===== src/rtl/ej32_con_tx.sv =====
// ej32_con_tx: byte-wide console transmitter on the 8-bit memory bus.
//
// A bus write to DATA queues one byte in a TX FIFO. An 8N1 serialiser
// drains the FIFO onto txd, LSB first, CLK_DIV clk cycles per bit.
//
// Register window at BASE (byte offsets):
//   0 DATA  write: push byte (sets ovr if full)   read: 0
//   1 STAT  write: ignored    read: {count[4:0], busy, empty, full}
//   2 OVR   write: clear ovr  read: {7'b0, ovr}
//
// Ports:
//   clk  - clock, all state changes on posedge
//   rst  - asynchronous active-high reset
//   cs   - bus cycle select
//   we   - 1 = write, 0 = read (qualified by cs)
//   ai   - byte address, ASZ bits
//   vi   - write data byte
//   vo   - registered read data (0 unless hit)
//   hit  - registered, vo carries window read data this cycle
//   txd  - registered serial output, idle high
//   irq  - level, high while FIFO empty and transmitter idle
module ej32_con_tx #(
    parameter int unsigned BASE    = 'h1400,
    parameter int unsigned ASZ     = 17,
    parameter int unsigned DEPTH   = 16,
    parameter int unsigned CLK_DIV = 868
) (
    input  logic           clk,
    input  logic           rst,
    input  logic           cs,
    input  logic           we,
    input  logic [ASZ-1:0] ai,
    input  logic [7:0]     vi,
    output logic [7:0]     vo,
    output logic           hit,
    output logic           txd,
    output logic           irq
);

    localparam int unsigned PW = $clog2(DEPTH);
    localparam int unsigned CW = $clog2(CLK_DIV);
    localparam logic [CW-1:0]  DIV_LAST = CW'(CLK_DIV - 1);
    localparam logic [ASZ-1:0] BASE_A   = ASZ'(BASE);
    localparam logic [4:0]     DEPTH_C  = 5'(DEPTH);

    localparam logic [1:0] S_IDLE  = 2'd0;
    localparam logic [1:0] S_START = 2'd1;
    localparam logic [1:0] S_DATA  = 2'd2;
    localparam logic [1:0] S_STOP  = 2'd3;

    // ---------------- state ----------------
    logic [7:0]    mem_q [DEPTH];
    logic [PW-1:0] head_q, head_d;
    logic [PW-1:0] tail_q, tail_d;
    logic [4:0]    count_q, count_d;
    logic          ovr_q, ovr_d;
    logic [1:0]    state_q, state_d;
    logic [CW-1:0] div_q, div_d;
    logic [2:0]    bit_q, bit_d;
    logic [7:0]    shift_q, shift_d;
    logic          txd_q, txd_d;
    logic [7:0]    vo_q, vo_d;
    logic          hit_q, hit_d;

    // ---------------- bus decode ----------------
    // Unsigned wrap of the subtraction keeps addresses below BASE out of the window.
    logic [ASZ-1:0] off;
    logic           sel;
    logic           wr_data, wr_ovr, rd;
    logic           full, empty, busy;
    logic           push, pop;
    logic [7:0]     stat, rd_data;

    assign off     = ai - BASE_A;
    assign sel     = cs & (off < ASZ'(3));
    assign wr_data = sel & we & (off[1:0] == 2'd0);
    assign wr_ovr  = sel & we & (off[1:0] == 2'd2);
    assign rd      = sel & ~we;

    assign full  = (count_q == DEPTH_C);
    assign empty = (count_q == 5'd0);
    assign busy  = (state_q != S_IDLE);

    assign push = wr_data & ~full;
    assign pop  = (state_q == S_IDLE) & ~empty;

    assign stat = {count_q, busy, empty, full};

    always_comb begin
        rd_data = '0;
        case (off[1:0])
            2'd1:    rd_data = stat;
            2'd2:    rd_data = {7'b0, ovr_q};
            default: rd_data = '0;
        endcase
    end

    // ---------------- FIFO bookkeeping ----------------
    always_comb begin
        head_d  = head_q;
        tail_d  = tail_q;
        count_d = count_q;
        ovr_d   = ovr_q;
        if (push) tail_d = tail_q + PW'(1);
        if (pop)  head_d = head_q + PW'(1);
        count_d = count_q + {4'b0, push} - {4'b0, pop};
        // A full-FIFO write is dropped even if a pop frees a slot this cycle.
        if (wr_ovr)                ovr_d = 1'b0;
        if (wr_data && full)       ovr_d = 1'b1;
    end

    // ---------------- TX FSM ----------------
    always_comb begin
        state_d = state_q;
        div_d   = div_q;
        bit_d   = bit_q;
        shift_d = shift_q;
        case (state_q)
            S_IDLE: begin
                if (!empty) begin
                    shift_d = mem_q[head_q];
                    div_d   = DIV_LAST;
                    state_d = S_START;
                end
            end
            S_START: begin
                if (div_q == '0) begin
                    state_d = S_DATA;
                    bit_d   = '0;
                    div_d   = DIV_LAST;
                end else begin
                    div_d = div_q - CW'(1);
                end
            end
            S_DATA: begin
                if (div_q == '0) begin
                    div_d = DIV_LAST;
                    if (bit_q == 3'd7) begin
                        state_d = S_STOP;
                    end else begin
                        bit_d   = bit_q + 3'd1;
                        shift_d = {1'b0, shift_q[7:1]};
                    end
                end else begin
                    div_d = div_q - CW'(1);
                end
            end
            S_STOP: begin
                if (div_q == '0) state_d = S_IDLE;
                else             div_d   = div_q - CW'(1);
            end
            default: state_d = S_IDLE;
        endcase
    end

    // txd follows the current state one cycle later (registered line driver).
    always_comb begin
        txd_d = 1'b1;
        case (state_q)
            S_START: txd_d = 1'b0;
            S_DATA:  txd_d = shift_q[0];
            default: txd_d = 1'b1;
        endcase
    end

    always_comb begin
        hit_d = rd;
        vo_d  = rd ? rd_data : '0;
    end

    // ---------------- registers ----------------
    always_ff @(posedge clk) begin
        if (push) mem_q[tail_q] <= vi;
    end

    always_ff @(posedge clk or posedge rst) begin
        if (rst) begin
            head_q  <= '0;
            tail_q  <= '0;
            count_q <= '0;
            ovr_q   <= 1'b0;
            state_q <= S_IDLE;
            div_q   <= '0;
            bit_q   <= '0;
            shift_q <= '0;
            txd_q   <= 1'b1;
            vo_q    <= '0;
            hit_q   <= 1'b0;
        end else begin
            head_q  <= head_d;
            tail_q  <= tail_d;
            count_q <= count_d;
            ovr_q   <= ovr_d;
            state_q <= state_d;
            div_q   <= div_d;
            bit_q   <= bit_d;
            shift_q <= shift_d;
            txd_q   <= txd_d;
            vo_q    <= vo_d;
            hit_q   <= hit_d;
        end
    end

    assign vo  = vo_q;
    assign hit = hit_q;
    assign txd = txd_q;
    assign irq = empty & ~busy;

endmodule


===== config.mk =====
export PLATFORM = sky130hd
export DESIGN_NAME = ej32_con_tx
export DESIGN_NICKNAME = d
export VERILOG_FILES = /design/src/rtl/ej32_con_tx.sv
export SDC_FILE = /design/constraint.sdc
export NUM_CORES = 1
export LEC_CHECK = 0
export BUFFER_PORTS_ARGS = -buffer_cell sky130_fd_sc_hd__clkbuf_2
export CORE_MARGIN = 1.5
export CORE_UTILIZATION = 45
export CTS_CLUSTER_DIAMETER = 150
export DETAILED_ROUTE_END_ITERATION = 10
export SYNTH_ARGS = -nofsm -noshare
export SYNTH_HDL_FRONTEND = slang
export SYNTH_SLANG_ARGS = --single-unit

===== constraint.sdc =====
create_clock -name clk -period 4.1 [get_ports clk]
set_input_delay 0.615 -clock clk [delete_from_list [all_inputs] [get_ports clk]]
set_output_delay 0.615 -clock clk [all_outputs]
set_load 0.01 [all_outputs]

Word-level counts from Yosys, hierarchy flattened. Memories as Yosys holds them, arrays and structs flattened. Cells that the tools add are included.

Memories: 1. Output and inout port bits: 11. Memory bits (writable): 128. Input bits: 29. Bits in registers: 47. Word-level logic and storage cells: 85.

Equal/unequal tests: 14. Order comparisons: 1. $add $sub $neg: 7. Muxes and demuxes: 25. Reductions and logical operators: 14. Bitwise gates (word level): 12.

Memories: mem_q (depth 16, bits a word 8, read ports 1, clocked after Yosys merged registers in 0, write ports 1, RTL line 52) `logic [7:0] mem_q [DEPTH];`.

Operator list (number): two-way mux 8 bit (4); one-hot mux 8 bit (2 select lines) (2); two-way mux 10 bit (3); one-hot mux 10 bit (3 select lines) (1); < comparator 17 x 2 -> 1 bit, second input constant (1); subtractor 17 x 13 -> 17 bit, second input constant (1); != test 2 bit, second input constant (7); logical NOT 10 bit (1); two-way mux 2 bit (5); subtractor 10 x 1 -> 10 bit, second input constant (1); two-way mux 3 bit (3); adder 4 x 1 -> 4 bit, second input constant (2); AND 1 bit (8); one-hot mux 2 bit (4 select lines) (1); AND reduction 4 bit (2); nonzero test 2 bit (4); == test 2 bit, second input constant (3); one-hot mux 3 bit (2 select lines) (1); adder 5 x 1 -> 5 bit (1); == test 5 bit, second input constant (1); logical NOT 5 bit (1); AND reduction 5 bit (1); subtractor 5 x 1 -> 5 bit (1); == test 2 x 1 -> 1 bit, second input constant (2); other kinds (9) (16).

Depth between registers and ports, before layout.
Depth in word-level cells: 8. Depth in mapped cells: 16. Mapped depth without buffers: 15.

Least setup slack after synthesis. Ideal clock, no wire load.

Path kind: input-to-reg. From: input port ai[10]. To: register count_q[4]. Setup time: 0.080 ns. Buffers on the path: 1. Slack: 0.576 ns. Stages on the path: 16. Data arrival time: 3.444 ns. Data required time: 4.020 ns. Cells stage by stage: inv_1 -> ha_1 -> nor2b_1 -> o2111ai_2 -> or4_1 -> buf_6 -> or2_2 -> ha_1 -> inv_1 -> ha_1 -> inv_1 -> fa_1 -> inv_1 -> a21oi_1 -> o21bai_1 -> xnor2_1.

Longest elaborated chain between the ends: 8.

Ends and longest elaborated chain: from (decl) (RTL line 32) `input logic [ASZ-1:0] ai,`; subtractor 17 x 13 -> 17 bit (RTL line 74) `assign off = ai - BASE_A;`; < comparator 17 x 2 -> 1 bit (RTL line 75) `assign sel = cs & (off < ASZ'(3));`; AND 1 bit (RTL line 75); AND 1 bit (2 in a row) (RTL line 76) `assign wr_data = sel & we & (off[1:0] == 2'd0);`; AND 1 bit (RTL line 84) `assign push = wr_data & ~full;`; adder 5 x 1 -> 5 bit (RTL line 106) `count_d = count_q + {4'b0, push} - {4'b0, pop};`; subtractor 5 x 1 -> 5 bit (RTL line 106); named net count_d[4] (RTL line 55) `logic [4:0] count_q, count_d;`; to (signal assigned) (RTL line 192) `count_q <= count_d;`; to (decl) (RTL line 55).

The timed path passes the listed nets, and every way through them passes these cells. A chain may end at the register's enable or synchronous reset.

Final worst setup path. Same ends and word-level chain as after synthesis.

==> summary by stage <==
Yosys
The count of synthesis-stage warnings from yosys is 0. Of the total synthesized cell area, the portion taken by AND, OR, NAND and NOR gates is 7.53%. Of the total synthesized cell area, the portion taken by full adders, half adders and majority gates is 3.87%. In the synthesized netlist, the number of instances is 482. The share of the synthesized area in the top cell type is 50.4%. After synthesis, the largest family of logic cells by area is multiplexers. Of the total synthesized cell area, the portion taken by XOR and XNOR cells is 1.15%.

The commonest cells after synthesis are 128 x edfxtp_1, 46 x dfrtp_1, 33 x inv_1, 33 x mux4_2, 22 x ha_1. Synthesis produced a netlist with a net count of 534. The average instance in the mapped netlist occupies 15.8 sq um.

The main flop type after synthesis is edfxtp_1. The biggest area contributor in the post-synthesis netlist is edfxtp_1. The library cell with the highest instance count after synthesis is edfxtp_1. The area fraction in compound gates after synthesis is 8.15%.

The post-synthesis sequential element count is 175. The synthesized cell area is 7630 sq um. By area the synthesized netlist is led by edfxtp_1 50%, dfrtp_1 15%, mux4_2 9.7%. The share of flip-flops with an asynchronous set or reset is 26.9%.

The post-synthesis cell type count is 64. The multiplexer area fraction after synthesis is 10.4%. The count of flip-flops with a built-in enable after synthesis is 128. The sequential fraction of the synthesis area is 65.8%.

Global route
The total overflow left after global routing is 0. The first-pass GRT wire length is 23.4 mm. Global routing used 17.6% of the available tracks. Entering global routing, the biggest net connects 48 pins. The number of global-route vias before repair was 4450. The initial antenna violation count is 0.

Worst setup path
The kind of start point of the critical path is a primary input. The setup check on the worst reg-to-reg path leaves a slack of 1.00 ns. The critical path starts at ai[10]. In this run the worst path has a maximum fanout of 8. Data on the critical path arrives at its endpoint at 3.58 ns. Data on the critical path is required at its endpoint by 4.45 ns.

The critical path in this run is classified as in -> reg. The most critical setup path has its endpoint at count_q[4]. The launching point of the worst reg2reg path is count_q[2]. The endpoint of the lowest-slack register-to-register path is count_q[4]. The worst setup path is captured at a flop. For the worst flop-to-flop path, the logic depth is 14.

Placed design
The weighted congestion reported at the end of routability-driven placement is 0.752. The sum of net half-perimeters after detailed placement is 9.65 mm. The standard cell area after detailed placement is 8180 sq um. The worst setup slack after placement is 0.418 ns. The count of buffers added on input and output ports is 39.

STA
The top achievable clock speed is 310 MHz. Setup violations remaining at the end of the flow were counted as 0. For the pin with the worst max-slew slack, the measured transition is 1.10 ns. The clock tree skew after final layout is 0.0121 ns.

The final count of pins violating max slew is 0. In this run the tightest slew margin relative to its limit is 26.4%. The number of hold-slack violations in the final timing report is 0. Adding up every negative setup slack in the final design gives 0 ns. The worst path meets setup with 0.870 ns of slack. The worst path needs 3.23 ns of the cycle, external delays included.

The final critical path takes up 78.8% of the cycle. Setup repair after global routing left no endpoint under its margin.

Routing
The total number of vias is 4247. The detailed-router iteration count before antenna repair is 4. The via density per instance is 5.47. The routed length per instance is 18.4 microns.

The met3 wire length is 657 microns. After detailed routing, the number of remaining DRC violations is 0. The highest layer touched by signal routing is met4.

The wire length after detailed routing is 14.3 mm. The detailed router finished its first iteration with 292 violations. The detailed router put a total of 6.26 mm of wire on met1. The total length of routed met2 wires is 7.26 mm. Once detail routing completed, the nets flagged for antenna violations numbered 0.

Clock tree
The clock passes through at most 2 buffers. The clock tree from TritonCTS is built. The root buffer selected by CTS is clkbuf_16. The clock tree synthesis step divided the H-tree into 4 levels.

The TritonCTS buffer count is 17. The post-cts resize count is 0. Post-CTS timing repair inserted 0 buffers for setup.

After clock tree synthesis, the flow added hold-fix buffers numbering 0. CTS saw 175 sinks. Clock latency on the worst-skew pair, taken at its later pin, is 0.43 ns. After clock tree synthesis, the clock-pin slew on the worst setup and hold paths is 0.07 ns.

Status
The run finished with clean final reports.

Pwr
The peak ir drop on the vdd network is 0.365 mV. The part of the power in registers is 53.6%. The proportion of power drawn by combinational gates is 2.2%. The switching power as a share of total power is 22.7%. The analysis attributes to net switching a power of 811 uW. The fraction of power consumed by the clock network is 44.2%. Internal power comes to 2.76 mW.

The leakage power figure is 3.27 nW. The power density over the cells is 407 nW/um^2.

Run
Max-cap violations in this run came to 0.

Final layout
The layout cell share with drive strength beyond 1 is 26.0%. For this run, the post-layout net count is 596. Registers take 5020 sq um. The final cell utilization of the core is 52.9%. The synthesis-to-finish area growth is 14.9%. The count of filler cells inserted in the layout is 1376.

The diode insertion count for antenna repair is 0. The multi-input combinational cells in the finished layout cover a total of 2380 sq um. The area of all placed cells without fillers is 8770 sq um.

Die
In this run the count of I/O pins placed on the die edge is 40. The floorplan step defined a die boundary enclosing 17700 sq um. The vertical die dimension is 133 microns. The floorplan step set the die width to 133 microns. Once the floorplan was initialized, standard cells occupied 46.0% of the core.

The placement row count is 47. The placeable core region is 16600 sq um.

Worst hold path
The type of the worst min-delay path is in -> async.
critical path, stage by stage:
cell and delay, ns:
clkbuf_2 0.09, inv_1 0.04, ha_1 0.26, nor2b_1 0.15, o2111ai_2 0.25, or4_1 0.54
or2_2 0.29, ha_1 0.29, inv_1 0.06, ha_1 0.15, inv_1 0.05, fa_1 0.39
inv_1 0.07, a21oi_1 0.06, o21bai_1 0.15, xnor2_1 0.13
how the worst min path moves through the flow:
stage,cells past startpoint,slack [ns],from,endpoint
global placement,2,0.50,ovr_q,ovr_q
floorplan,2,0.46,ovr_q,ovr_q
detailed placement,2,0.50,shift_q[0],txd
CTS,2,0.40,we,hit
finish,2,0.41,rst,head_q[3]
global route,2,0.41,we,hit
layout make-up:
class	count	area share, %
Clock inverter	15	1.78
Sequential cell	175	57.3
Inverter	34	1.46
Clock buffer	17	4.85
Tap cell	220	3.14
Multi-Input combinational cell	252	27.1
Timing Repair Buffer	64	4.37
power groups by stage:
stage / Clock, mW / Combinational (mW) / Sequential [mW]
detailed placement: 0 / 0.0803 / 1.95
finish: 1.58 / 0.0780 / 1.92
CTS: 1.61 / 0.0806 / 1.92
global placement: 0 / 0.0773 / 1.95
floorplan: 0 / 0.0405 / 1.95
global route: 1.68 / 0.0903 / 1.92
stage by stage:
step,power (mW),hold WS (ns),cells
2_1_floorplan,1.99,0.465,482
3_3_place_gp,2.03,0.496,745
3_5_place_dp,2.03,0.501,745
4_1_cts,3.61,0.400,777
5_1_grt,3.69,0.409,777
6_report,3.57,0.408,777
registers in the layout, indices dropped and copies added (netlist names):
| signal | flops |
|---|---|
| mem_q | 128 |
| div_q | 10 |
| shift_q | 8 |
| vo | 8 |
| count_q | 5 |
| head_q | 4 |
| tail_q | 4 |
| bit_q | 3 |
| state_q | 2 |
| hit | 1 |
| ovr_q | 1 |
| txd | 1 |
cell families after synthesis:
family / Yosys count
XOR/XNOR: 10
AO/OA/AOI/OAI: 85
AND/OR/NAND/NOR: 96
flip-flops: 175
buffers and inverters: 55
multiplexers: 38
adder cells (fa/ha/maj): 23
cells in the final DEF, fill, tap and decap left out, types with 2 or more instances in the layout:
cell type / Yosys / routed
nand2b_1: 4 / 4
nand2_1: 16 / 16
edfxtp_1: 128 / 128
o41ai_1: 2 / 2
buf_4: 0 / 25
or4_1: 3 / 3
clkinv_1: 1 / 3
a21oi_1: 12 / 12
ha_1: 22 / 22
nand3_1: 3 / 3
nor4b_1: 2 / 2
mux4_2: 33 / 33
o211ai_1: 2 / 2
o21ai_0: 13 / 13
nor3b_1: 2 / 2
clkbuf_16: 0 / 17
or2_2: 4 / 4
nand4_1: 3 / 3
nor2b_1: 5 / 5
nor4_1: 21 / 21
xor2_1: 4 / 4
nor3_1: 6 / 6
and2_1: 9 / 9
o21ai_1: 2 / 2
a31oi_1: 15 / 15
mux2i_1: 2 / 2
a22o_1: 18 / 18
inv_1: 33 / 32
a211oi_1: 4 / 4
mux2_2: 3 / 3
xnor2_1: 6 / 6
dfrtp_1: 46 / 45
clkbuf_2: 1 / 39
inv_8: 0 / 8
inv_6: 0 / 2
nor2_1: 10 / 10
routing by layer:
metal,GRT usage (%),vias up
met2,29.4,90
li1,-,2031
met3,4.49,6
met4,5.62,0
met5,0,-
met1,22.9,2120
No activity file was read; power rests on OpenSTA's default activity.
